$ cat src/rtl/wb_lsu_pkg.sv
// wb_lsu_pkg: shared definitions for the load/store unit and its bus slaves.
//   size_e  - request size codes (byte, half, word, tag)
//   state_e - LSU control states
//   SEL_*   - wishbone byte-select encodings per access size
//   sel_for_size / is_misaligned - helpers shared by the LSU and bus models
package wb_lsu_pkg;

  typedef enum logic [1:0] {
    SIZE_BYTE = 2'b00,
    SIZE_HALF = 2'b01,
    SIZE_WORD = 2'b10,
    SIZE_TAG  = 2'b11
  } size_e;

  typedef enum logic [1:0] {
    ST_IDLE = 2'b00,
    ST_BUS  = 2'b01,
    ST_RESP = 2'b10,
    ST_GAP  = 2'b11
  } state_e;

  // Data is never lane-shifted, so sel only tells the slave how wide the
  // access is; the slave uses the address to place it.
  localparam logic [3:0] SEL_BYTE = 4'b0001;
  localparam logic [3:0] SEL_HALF = 4'b0011;
  localparam logic [3:0] SEL_WORD = 4'b1111;
  localparam logic [3:0] SEL_TAG  = 4'b0101;

  function automatic logic [3:0] sel_for_size(size_e size);
    logic [3:0] sel;
    case (size)
      SIZE_BYTE: sel = SEL_BYTE;
      SIZE_HALF: sel = SEL_HALF;
      SIZE_WORD: sel = SEL_WORD;
      default:   sel = SEL_TAG;
    endcase
    return sel;
  endfunction

  // Tag accesses are exempt: the tag lives in address bits, not in a lane.
  function automatic logic is_misaligned(size_e size, logic [1:0] addr_lo);
    return ((size == SIZE_HALF) && addr_lo[0]) ||
           ((size == SIZE_WORD) && (addr_lo != 2'b00));
  endfunction

endpackage

$ cat src/rtl/wb_lsu_if.sv
// wb_lsu_if: wishbone bus between the LSU (master) and a slave.
//   wb_addr_o  - byte address            wb_data_o - right-aligned write data
//   wb_sel_o   - access-width encoding   wb_we_o   - write enable
//   wb_cyc_o   - bus cycle               wb_stb_o  - strobe (mirrors cyc)
//   wb_ack_i   - slave acknowledge       wb_data_i - right-aligned read data
// Signal names are taken from the master's point of view.
interface wb_lsu_if;
  logic [31:0] wb_addr_o;
  logic [31:0] wb_data_o;
  logic [3:0]  wb_sel_o;
  logic        wb_we_o;
  logic        wb_cyc_o;
  logic        wb_stb_o;
  logic        wb_ack_i;
  logic [31:0] wb_data_i;

  modport master (
    output wb_addr_o, wb_data_o, wb_sel_o, wb_we_o, wb_cyc_o, wb_stb_o,
    input  wb_ack_i, wb_data_i
  );

  modport slave (
    input  wb_addr_o, wb_data_o, wb_sel_o, wb_we_o, wb_cyc_o, wb_stb_o,
    output wb_ack_i, wb_data_i
  );
endinterface

$ cat src/rtl/wb_lsu.sv
// wb_lsu: single-outstanding load/store unit bridging a core request port
// onto a wishbone bus.
//   wb_clk_i, wb_rst_i         - clock, synchronous active-high reset
//   req_valid_i / req_ready_o  - request handshake (ready only in IDLE)
//   req_we_i, req_size_i, req_unsigned_i, req_addr_i, req_data_i - request
//   resp_valid_o, resp_data_o, resp_err_o - one-cycle completion
//   wb                         - wishbone master port
// Flow: IDLE -> BUS -> RESP -> GAP -> IDLE; misaligned requests go
// IDLE -> RESP directly and never touch the bus. Every output is a register.
module wb_lsu
  import wb_lsu_pkg::*;
#(
  parameter int TIMEOUT_CYCLES = 64,  // 1..64, fits the 6-bit ack counter
  parameter int GAP_CYCLES     = 2
) (
  input  logic        wb_clk_i,
  input  logic        wb_rst_i,
  input  logic        req_valid_i,
  output logic        req_ready_o,
  input  logic        req_we_i,
  input  logic [1:0]  req_size_i,
  input  logic        req_unsigned_i,
  input  logic [31:0] req_addr_i,
  input  logic [31:0] req_data_i,
  output logic        resp_valid_o,
  output logic [31:0] resp_data_o,
  output logic        resp_err_o,
  wb_lsu_if.master    wb
);

  localparam int GAP_W = (GAP_CYCLES > 1) ? $clog2(GAP_CYCLES) : 1;
  localparam logic [5:0] TIMEOUT_LAST = 6'(TIMEOUT_CYCLES - 1);
  localparam logic [GAP_W-1:0] GAP_LAST = GAP_W'((GAP_CYCLES > 0) ? GAP_CYCLES - 1 : 0);

  state_e            state_reg, state_next;
  logic [5:0]        ack_cnt_reg, ack_cnt_next;
  logic [GAP_W-1:0]  gap_cnt_reg, gap_cnt_next;
  size_e             size_reg, size_next;
  logic              unsigned_reg, unsigned_next;
  logic [31:0]       addr_reg, addr_next;
  logic [31:0]       wdata_reg, wdata_next;
  logic [3:0]        sel_reg, sel_next;
  logic              we_reg, we_next;
  logic              cyc_reg, cyc_next;
  logic              ready_reg, ready_next;
  logic              resp_valid_reg, resp_valid_next;
  logic              resp_err_reg, resp_err_next;
  logic [31:0]       resp_data_reg, resp_data_next;

  function automatic logic [31:0] extend_load(size_e size, logic is_unsigned,
                                              logic [31:0] d);
    logic [31:0] r;
    case (size)
      SIZE_BYTE: r = is_unsigned ? {24'b0, d[7:0]}  : {{24{d[7]}}, d[7:0]};
      SIZE_HALF: r = is_unsigned ? {16'b0, d[15:0]} : {{16{d[15]}}, d[15:0]};
      SIZE_WORD: r = d;
      default:   r = {28'b0, d[3:0]};
    endcase
    return r;
  endfunction

  always_ff @(posedge wb_clk_i) begin
    if (wb_rst_i) begin
      state_reg      <= ST_IDLE;
      ack_cnt_reg    <= '0;
      gap_cnt_reg    <= '0;
      size_reg       <= SIZE_BYTE;
      unsigned_reg   <= 1'b0;
      addr_reg       <= '0;
      wdata_reg      <= '0;
      sel_reg        <= '0;
      we_reg         <= 1'b0;
      cyc_reg        <= 1'b0;
      ready_reg      <= 1'b1;
      resp_valid_reg <= 1'b0;
      resp_err_reg   <= 1'b0;
      resp_data_reg  <= '0;
    end else begin
      state_reg      <= state_next;
      ack_cnt_reg    <= ack_cnt_next;
      gap_cnt_reg    <= gap_cnt_next;
      size_reg       <= size_next;
      unsigned_reg   <= unsigned_next;
      addr_reg       <= addr_next;
      wdata_reg      <= wdata_next;
      sel_reg        <= sel_next;
      we_reg         <= we_next;
      cyc_reg        <= cyc_next;
      ready_reg      <= ready_next;
      resp_valid_reg <= resp_valid_next;
      resp_err_reg   <= resp_err_next;
      resp_data_reg  <= resp_data_next;
    end
  end

  always_comb begin
    state_next      = state_reg;
    ack_cnt_next    = ack_cnt_reg;
    gap_cnt_next    = gap_cnt_reg;
    size_next       = size_reg;
    unsigned_next   = unsigned_reg;
    addr_next       = addr_reg;
    wdata_next      = wdata_reg;
    sel_next        = sel_reg;
    we_next         = we_reg;
    cyc_next        = cyc_reg;
    resp_valid_next = 1'b0;
    resp_err_next   = 1'b0;
    resp_data_next  = resp_data_reg;

    case (state_reg)
      ST_IDLE: begin
        if (req_valid_i) begin
          size_next     = size_e'(req_size_i);
          unsigned_next = req_unsigned_i;
          if (is_misaligned(size_e'(req_size_i), req_addr_i[1:0])) begin
            state_next      = ST_RESP;
            resp_valid_next = 1'b1;
            resp_err_next   = 1'b1;
            resp_data_next  = '0;
          end else begin
            state_next   = ST_BUS;
            addr_next    = req_addr_i;
            wdata_next   = req_data_i;
            sel_next     = sel_for_size(size_e'(req_size_i));
            we_next      = req_we_i;
            cyc_next     = 1'b1;
            ack_cnt_next = '0;
          end
        end
      end
      ST_BUS: begin
        if (wb.wb_ack_i) begin
          state_next      = ST_RESP;
          cyc_next        = 1'b0;
          we_next         = 1'b0;
          resp_valid_next = 1'b1;
          resp_data_next  = we_reg ? 32'd0
                                   : extend_load(size_reg, unsigned_reg, wb.wb_data_i);
        end else if (ack_cnt_reg == TIMEOUT_LAST) begin
          // The counter holds the index of the current BUS cycle, so this
          // is the last one allowed.
          state_next      = ST_RESP;
          cyc_next        = 1'b0;
          we_next         = 1'b0;
          resp_valid_next = 1'b1;
          resp_err_next   = 1'b1;
          resp_data_next  = '0;
        end else begin
          ack_cnt_next = ack_cnt_reg + 6'd1;
        end
      end
      ST_RESP: begin
        gap_cnt_next = '0;
        state_next   = (GAP_CYCLES == 0) ? ST_IDLE : ST_GAP;
      end
      ST_GAP: begin
        if (gap_cnt_reg == GAP_LAST) begin
          state_next = ST_IDLE;
        end else begin
          gap_cnt_next = gap_cnt_reg + 1'b1;
        end
      end
      default: state_next = ST_IDLE;
    endcase

    // Registered so that ready tracks the state it will be in next cycle.
    ready_next = (state_next == ST_IDLE);
  end

  assign req_ready_o  = ready_reg;
  assign resp_valid_o = resp_valid_reg;
  assign resp_err_o   = resp_err_reg;
  assign resp_data_o  = resp_data_reg;

  assign wb.wb_addr_o = addr_reg;
  assign wb.wb_data_o = wdata_reg;
  assign wb.wb_sel_o  = sel_reg;
  assign wb.wb_we_o   = we_reg;
  assign wb.wb_cyc_o  = cyc_reg;
  assign wb.wb_stb_o  = cyc_reg;

endmodule
$ cat src/flat_wrapper.sv
// flat-port wrapper written by rule: the top's interface ports become plain ports
module wb_lsu_flat import wb_lsu_pkg::*;
#(
  parameter int TIMEOUT_CYCLES = 64,                                      
  parameter int GAP_CYCLES     = 2
)
  (wb_clk_i, wb_rst_i, req_valid_i, req_ready_o, req_we_i, req_size_i, req_unsigned_i, req_addr_i, req_data_i, resp_valid_o, resp_data_o, resp_err_o, wb_wb_addr_o, wb_wb_data_o, wb_wb_sel_o, wb_wb_we_o, wb_wb_cyc_o, wb_wb_stb_o, wb_wb_ack_i, wb_wb_data_i);
  wb_lsu_if wb_i ();
  input  logic wb_clk_i;
  input  logic wb_rst_i;
  input  logic req_valid_i;
  output logic req_ready_o;
  input  logic req_we_i;
  input  logic [1:0] req_size_i;
  input  logic req_unsigned_i;
  input  logic [31:0] req_addr_i;
  input  logic [31:0] req_data_i;
  output logic resp_valid_o;
  output logic [31:0] resp_data_o;
  output logic resp_err_o;
  output wire logic [$bits(wb_i.wb_addr_o)-1:0] wb_wb_addr_o;
  output wire logic [$bits(wb_i.wb_data_o)-1:0] wb_wb_data_o;
  output wire logic [$bits(wb_i.wb_sel_o)-1:0] wb_wb_sel_o;
  output wire logic [$bits(wb_i.wb_we_o)-1:0] wb_wb_we_o;
  output wire logic [$bits(wb_i.wb_cyc_o)-1:0] wb_wb_cyc_o;
  output wire logic [$bits(wb_i.wb_stb_o)-1:0] wb_wb_stb_o;
  input wire logic [$bits(wb_i.wb_ack_i)-1:0] wb_wb_ack_i;
  input wire logic [$bits(wb_i.wb_data_i)-1:0] wb_wb_data_i;
  assign wb_wb_addr_o = wb_i.wb_addr_o;
  assign wb_wb_data_o = wb_i.wb_data_o;
  assign wb_wb_sel_o = wb_i.wb_sel_o;
  assign wb_wb_we_o = wb_i.wb_we_o;
  assign wb_wb_cyc_o = wb_i.wb_cyc_o;
  assign wb_wb_stb_o = wb_i.wb_stb_o;
  assign wb_i.wb_ack_i = wb_wb_ack_i;
  assign wb_i.wb_data_i = wb_wb_data_i;
  wb_lsu #(.TIMEOUT_CYCLES(TIMEOUT_CYCLES), .GAP_CYCLES(GAP_CYCLES)) u_core (.wb_clk_i(wb_clk_i), .wb_rst_i(wb_rst_i), .req_valid_i(req_valid_i), .req_ready_o(req_ready_o), .req_we_i(req_we_i), .req_size_i(req_size_i), .req_unsigned_i(req_unsigned_i), .req_addr_i(req_addr_i), .req_data_i(req_data_i), .resp_valid_o(resp_valid_o), .resp_data_o(resp_data_o), .resp_err_o(resp_err_o), .wb(wb_i));
endmodule
$ cat config.mk
export PLATFORM = sky130hd
export DESIGN_NAME = wb_lsu_flat
export DESIGN_NICKNAME = d
export VERILOG_FILES = /design/src/rtl/wb_lsu_pkg.sv /design/src/rtl/wb_lsu_if.sv /design/src/rtl/wb_lsu.sv /design/src/flat_wrapper.sv
export SDC_FILE = /design/constraint.sdc
export NUM_CORES = 1
export LEC_CHECK = 0
export CAP_MARGIN = 20
export CORE_ASPECT_RATIO = 1.5
export CORE_UTILIZATION = 46
export CTS_BUF_LIST = sky130_fd_sc_hd__clkbuf_8
export DETAILED_ROUTE_END_ITERATION = 16
export GPL_TIMING_DRIVEN = 0
export PLACE_DENSITY = 0.93
export SLEW_MARGIN = 25
export SYNTH_ARGS = -nofsm -noshare
export SYNTH_HDL_FRONTEND = slang
export SYNTH_SLANG_ARGS = --single-unit
$ cat constraint.sdc
create_clock -name wb_clk_i -period 4.8 [get_ports wb_clk_i]
set_input_delay 0.72 -clock wb_clk_i [delete_from_list [all_inputs] [get_ports wb_clk_i]]
set_output_delay 0.72 -clock wb_clk_i [all_outputs]
set_load 0.02 [all_outputs]
### After elaboration in Yosys (flattened, before gate mapping)

Cells that the tools add are included.

| storage, ports and cells | value |
|---|---|
| flip-flop bits (word level) | 117 |
| input port bits | 104 |
| output and inout port bits | 106 |
| word-level logic and storage cells | 84 |

| operators by class | value |
|---|---|
| $add $sub $neg | 2 |
| eq/ne operators | 14 |
| multiplexer cells | 38 |
| bitwise operators | 1 |
| reductions and logical operators | 15 |

Operators with widths:

| kind | number |
|---|---|
| $mux W32 | 7 |
| $pmux W32 S3 | 1 |
| $pmux W32 S2 | 1 |
| $mux W6 | 4 |
| $mux W1 | 12 |
| $pmux W4 S3 | 1 |
| $pmux W6 S2 | 1 |
| $mux W2 | 5 |
| $pmux W1 S2 | 5 |
| $eq A2 B2 Y1 const B | 4 |
| $logic_not A2 Y1 | 4 |
| $ne A2 B2 Y1 const B | 4 |
| $pmux W2 S4 | 1 |
| $reduce_and A4 Y1 | 2 |
| $add A6 B1 Y6 const B | 1 |
| $eq A2 B1 Y1 const B | 3 |
| $eq A6 B6 Y1 const B | 1 |
| $reduce_bool A2 Y1 | 3 |
| $reduce_and A5 Y1 | 1 |
| $ne A3 B2 Y1 const B | 1 |
| $reduce_and A3 Y1 | 1 |
| $logic_and A1 B1 Y1 | 2 |
| $ne A2 B1 Y1 const B | 1 |
| $reduce_and A2 Y1 | 1 |
| 3 further kinds | 3 |

### Longest topological paths before layout

| depth | value |
|---|---|
| depth in word-level cells | 7 |
| mapped depth | 9 |
| mapped depth without buffers | 6 |

### Least setup slack after synthesis

OpenSTA, ideal clock, no wires.

| timing | value |
|---|---|
| path type | input -> register |
| start point | input port req_size_i[0] |
| end point | register u_core.resp_data_reg[30], in the netlist u_core.resp_data_o[30] |
| library setup time | 125 ps |
| arrival time | 1,901 ps |
| required time | 4,675 ps |
| path slack | 2,775 ps |
| stages on the path | 7 |
| buffers on the path | 1 |
| cells stage by stage | inv_1 ha_1 o21ai_0 a211o_1 a31oi_1 buf_2 o22ai_1 |

| on the way | value |
|---|---|
| word-level cells in the longest chain between the ends | 5 |
| elaborated cells on any way between the ends | 7 |
| those cells by class | eq/ne (3); reduce/logical (4) |

RTL lines:

| element | RTL line | source |
|---|---|---|
| start, declared | flat_wrapper.sv:14 | `input logic [1:0] req_size_i;` |
| $eq A2 B1 Y1 or $eq A2 B2 Y1 (tied branches) | wb_lsu_pkg.sv:42, wb_lsu_pkg.sv:43 |  |
| $logic_and A1 B1 Y1 (on tied branches) | wb_lsu_pkg.sv:42, wb_lsu_pkg.sv:43 |  |
| $logic_or A1 B1 Y1 * | wb_lsu_pkg.sv:42 | `return ((size == SIZE_HALF) && addr_lo[0]) \|\|` |
| $ne A2 B1 Y1 (no source line) * | n/a |  |
| $reduce_and A4 Y1 (no source line) * | n/a |  |
| end signal, assigned | wb_lsu.sv:92 | `resp_data_reg <= resp_data_next;` |
| end, declared | wb_lsu.sv:48 | `logic [31:0] resp_data_reg, resp_data_next;` |

Every way passes the cells marked *; elsewhere a longest branch is shown, timed or not.
A chain may end at the register's enable or synchronous reset.

### Final worst setup path

| timing | value |
|---|---|
| start point | input port req_size_i[1] |
| end point | register u_core.addr_reg[17], in the netlist u_core.wb.wb_addr_o[17] |

| on the way | value |
|---|---|
| word-level cells in the longest chain between the ends | 5 |
| elaborated cells on any way between the ends | 7 |
| those cells by class | eq/ne (2); bitwise (1); reduce/logical (4) |

RTL lines:

| element | RTL line | source |
|---|---|---|
| $eq A2 B1 Y1 or $eq A2 B2 Y1 (tied branches) | wb_lsu_pkg.sv:42, wb_lsu_pkg.sv:43 |  |
| $logic_and A1 B1 Y1 (on tied branches) | wb_lsu_pkg.sv:42, wb_lsu_pkg.sv:43 |  |
| $logic_or A1 B1 Y1 * | wb_lsu_pkg.sv:42 |  |
| $not A1 Y1 (no source line) * | n/a |  |
| $reduce_and A3 Y1 (no source line) * | n/a |  |
| end signal, assigned | wb_lsu.sv:84 | `addr_reg <= addr_next;` |
| end, declared | wb_lsu.sv:40 | `logic [31:0] addr_reg, addr_next;` |

Marks and branches as above.

==> metrics <==
GR Layer Usage met3=6.43%; top cells by area, synth=dfxtp_1 51%, nand2_1 11%, a21oi_1 11%; CP arrival=2.96 ns; syn_area_per_cell=8.22 um2; post-synthesis cell area=0.00457 mm2; Clock Sinks=117; Mapped Cells=556; worst reg-to-reg path cell count=6; total gr overflow=0; design area=0.00721 mm2; clk buf depth=2; Clock Latency Late Sink=0.42 ns; Seq/Total Area, Yosys=51.2%; max-slew violations=0; crit-path cells=clkdlybuf4s50_1 -> ha_1 -> o21ai_0 -> nand3_1 -> buf_2 -> clkbuf_1 -> nand2_1 -> a21oi_1; critical path startpoint category=input pin; post-synthesis register bit count=117; Flop pwr share=41.8%; core area=0.00969 mm2; WS Path Type=input pin to flop; worst-margin pin slew=0.557 ns; number of synthesized flops with an enable pin=0; nets=891; Slew headroom=62.5%; Hold Vio Cnt, Final=0; sw power=0.707 mW; multi-input logic area=0.00191 mm2; TritonCTS clock tree=yes; most used flip-flop cell after synthesis=dfxtp_1; status=finished clean; worst min path class=flop to flop; Synth area leader=dfxtp_1; worst vdd ir=0.345 mV; GR Layer Usage met1=26.7%; CTS Hold Bufs=0; Detailed Place HPWL=10.4 mm; post-synth top area share=51.2%; Reg clk slew, reported paths=0.07 ns; Fillers=700; vias per inst=5.36; crit path buf inv count=3; GRT met2 Usage=50.6%; # DRC=0; Area Overhead vs Synth=57.8%; syn nets=664; Final Cycle Share=54.4%; htree depth=4; Peak Freq=383 MHz; Routed Antenna Nets=0; Final Total Pwr=2.56 mW; CTS Buf Count=17; post_cts resized=0; chip width=83.4 um; CTS root buffer=clkbuf_8; Post-synth top cells=140 x nand2_1, 117 x dfxtp_1, 99 x a21oi_1, 25 x inv_1; vias in the first global route=4778; Area after DPL=0.00680 mm2; Max-Cap Viols=0; setup TNS=0 ns; GRT busiest layer=met2; Req. time, crit path=5.15 ns; vias=4880; routed len/inst=15.6 um; GPL Wtd Cong=0.823; power per cell area=355 mW/mm2; crit path max fanout=10; leading cell type by number of instances after synthesis=nand2_1; RSZ-0062 raised after global routing=false; setup bufs post-CTS=0; pin count of the biggest net entering global routing=17; Clk network pwr share=36.9%; Logic pwr share=21.3%; total routed wirelength=14.2 mm; max incr delay on CP=0.61 ns; io pins=210; Top delay family on crit path=buffers and inverters; Initial DRC Count=207; Yosys cell types=44; GRT Total Usage=26.7%; initial antenna violation count=0; initial core utilization=47.2%; hold slack=0.452 ns; crit end category=flop; Core Rows=44; first-pass GRT wire length=22.0 mm; pre-CTS setup slack=1.81 ns; DRT Pass-1 Iters=5; chip height=124 um; final setup margin=2.19 ns; n_diodes=0; WP depth=8; internal power=1.86 mW; Setup Viol. Count Final=0; share of cells above drive strength 1=7.42%; switching part of the total power=27.6%; register area=0.00234 mm2; Leak Pwr=2.62 nW; Crit-path slowest cell=clkdlybuf4s50_1; Port-buffer cells=208; fin crit period=2.61 ns; share of flip-flops with an asynchronous set or reset=0%; Final Skew=0.00935 ns; die area=0.0103 mm2; hold path depth=2; yosys warns=0
[routing by layer]
layer,vias to the layer above,routed length (um)
li1,2331,-
met1,2272,5140
met2,225,7650
met3,52,799
met4,0,623
met5,-,0
[worst min-delay path: stages, from the launching register on]
cell	delay [ns]
dfxtp_1	0.31
nand2_1	0.05
a21oi_1	0.05
[cell families after synthesis]
family	after synthesis	synth area share, %
compound gates	168	21.0
xor+xnor	4	0.767
fa+ha+maj	4	1.10
buf+inv	69	7.01
flops	117	51.2
mux	5	1.10
simple gates	189	17.8
[per-stage QoR]
stage | instances | utilization (%)
finish | 910 | 74.5
global route | 910 | 74.5
CTS | 910 | 74.5
floorplan | 556 | -
global placement | 879 | 70.1
detailed placement | 879 | 70.1
[layout by cell type, fill, tap and decap left out, types with 2 or more instances in the layout]
cell type and count:
a41o_1 2, nor3b_4 2, buf_4 3, dfxtp_1 117, nor2_1 20, mux2i_1 5, clkbuf_1 20, a31oi_1 2
a211oi_1 13, buf_6 4, clkinvlp_4 2, o31ai_1 2, xor2_1 3, clkinv_2 4, ha_1 4, inv_1 26
nor3_1 10, clkbuf_8 21, clkdlybuf4s50_1 208, o211ai_1 2, nand3_1 4, a21oi_1 99, and3_1 3, nand2_1 140
buf_2 16, o21ai_1 6, a211oi_2 2, o22ai_1 16, nor2b_1 2, o21ai_0 16, bufinv_16 3
[cell type report]
| class | count | area share (%) |
|---|---|---|
| inverter | 25 | 1.30 |
| multi-input combinational | 370 | 26.4 |
| buffer | 44 | 3.14 |
| clock buffer | 21 | 4.01 |
| sequential | 117 | 32.5 |
| clock inverter | 10 | 1.79 |
| tap | 115 | 1.99 |
| timing repair buffer | 208 | 28.9 |
[path summary, 6_finish.rpt]
check | startpoint | end | slack (ns)
setup reg to reg | u_core.ack_cnt_reg[0]$_SDFFE_PP0P_ | u_core.resp_data_o[30]$_SDFFE_PP0P_ | 2.91
hold reg to reg | u_core.wb.wb_data_o[7]$_SDFFE_PP0P_ | u_core.wb.wb_data_o[7]$_SDFFE_PP0P_ | 0.45
hold / removal | u_core.wb.wb_data_o[7]$_SDFFE_PP0P_ | u_core.wb.wb_data_o[7]$_SDFFE_PP0P_ | 0.45
setup / recovery | req_size_i[1] | u_core.wb.wb_addr_o[17]$_SDFFE_PP0P_ | 2.19
[power groups by stage]
stage / combinational [mW] / clock [mW] / sequential [mW]
2_1_floorplan: 0.210 / 0 / 1.16
3_3_place_gp: 0.525 / 0 / 1.09
3_5_place_dp: 0.541 / 0 / 1.09
4_1_cts: 0.546 / 0.957 / 1.07
5_1_grt: 0.584 / 1.01 / 1.08
6_report: 0.547 / 0.945 / 1.07
Power figures use the tool's default switching activity.
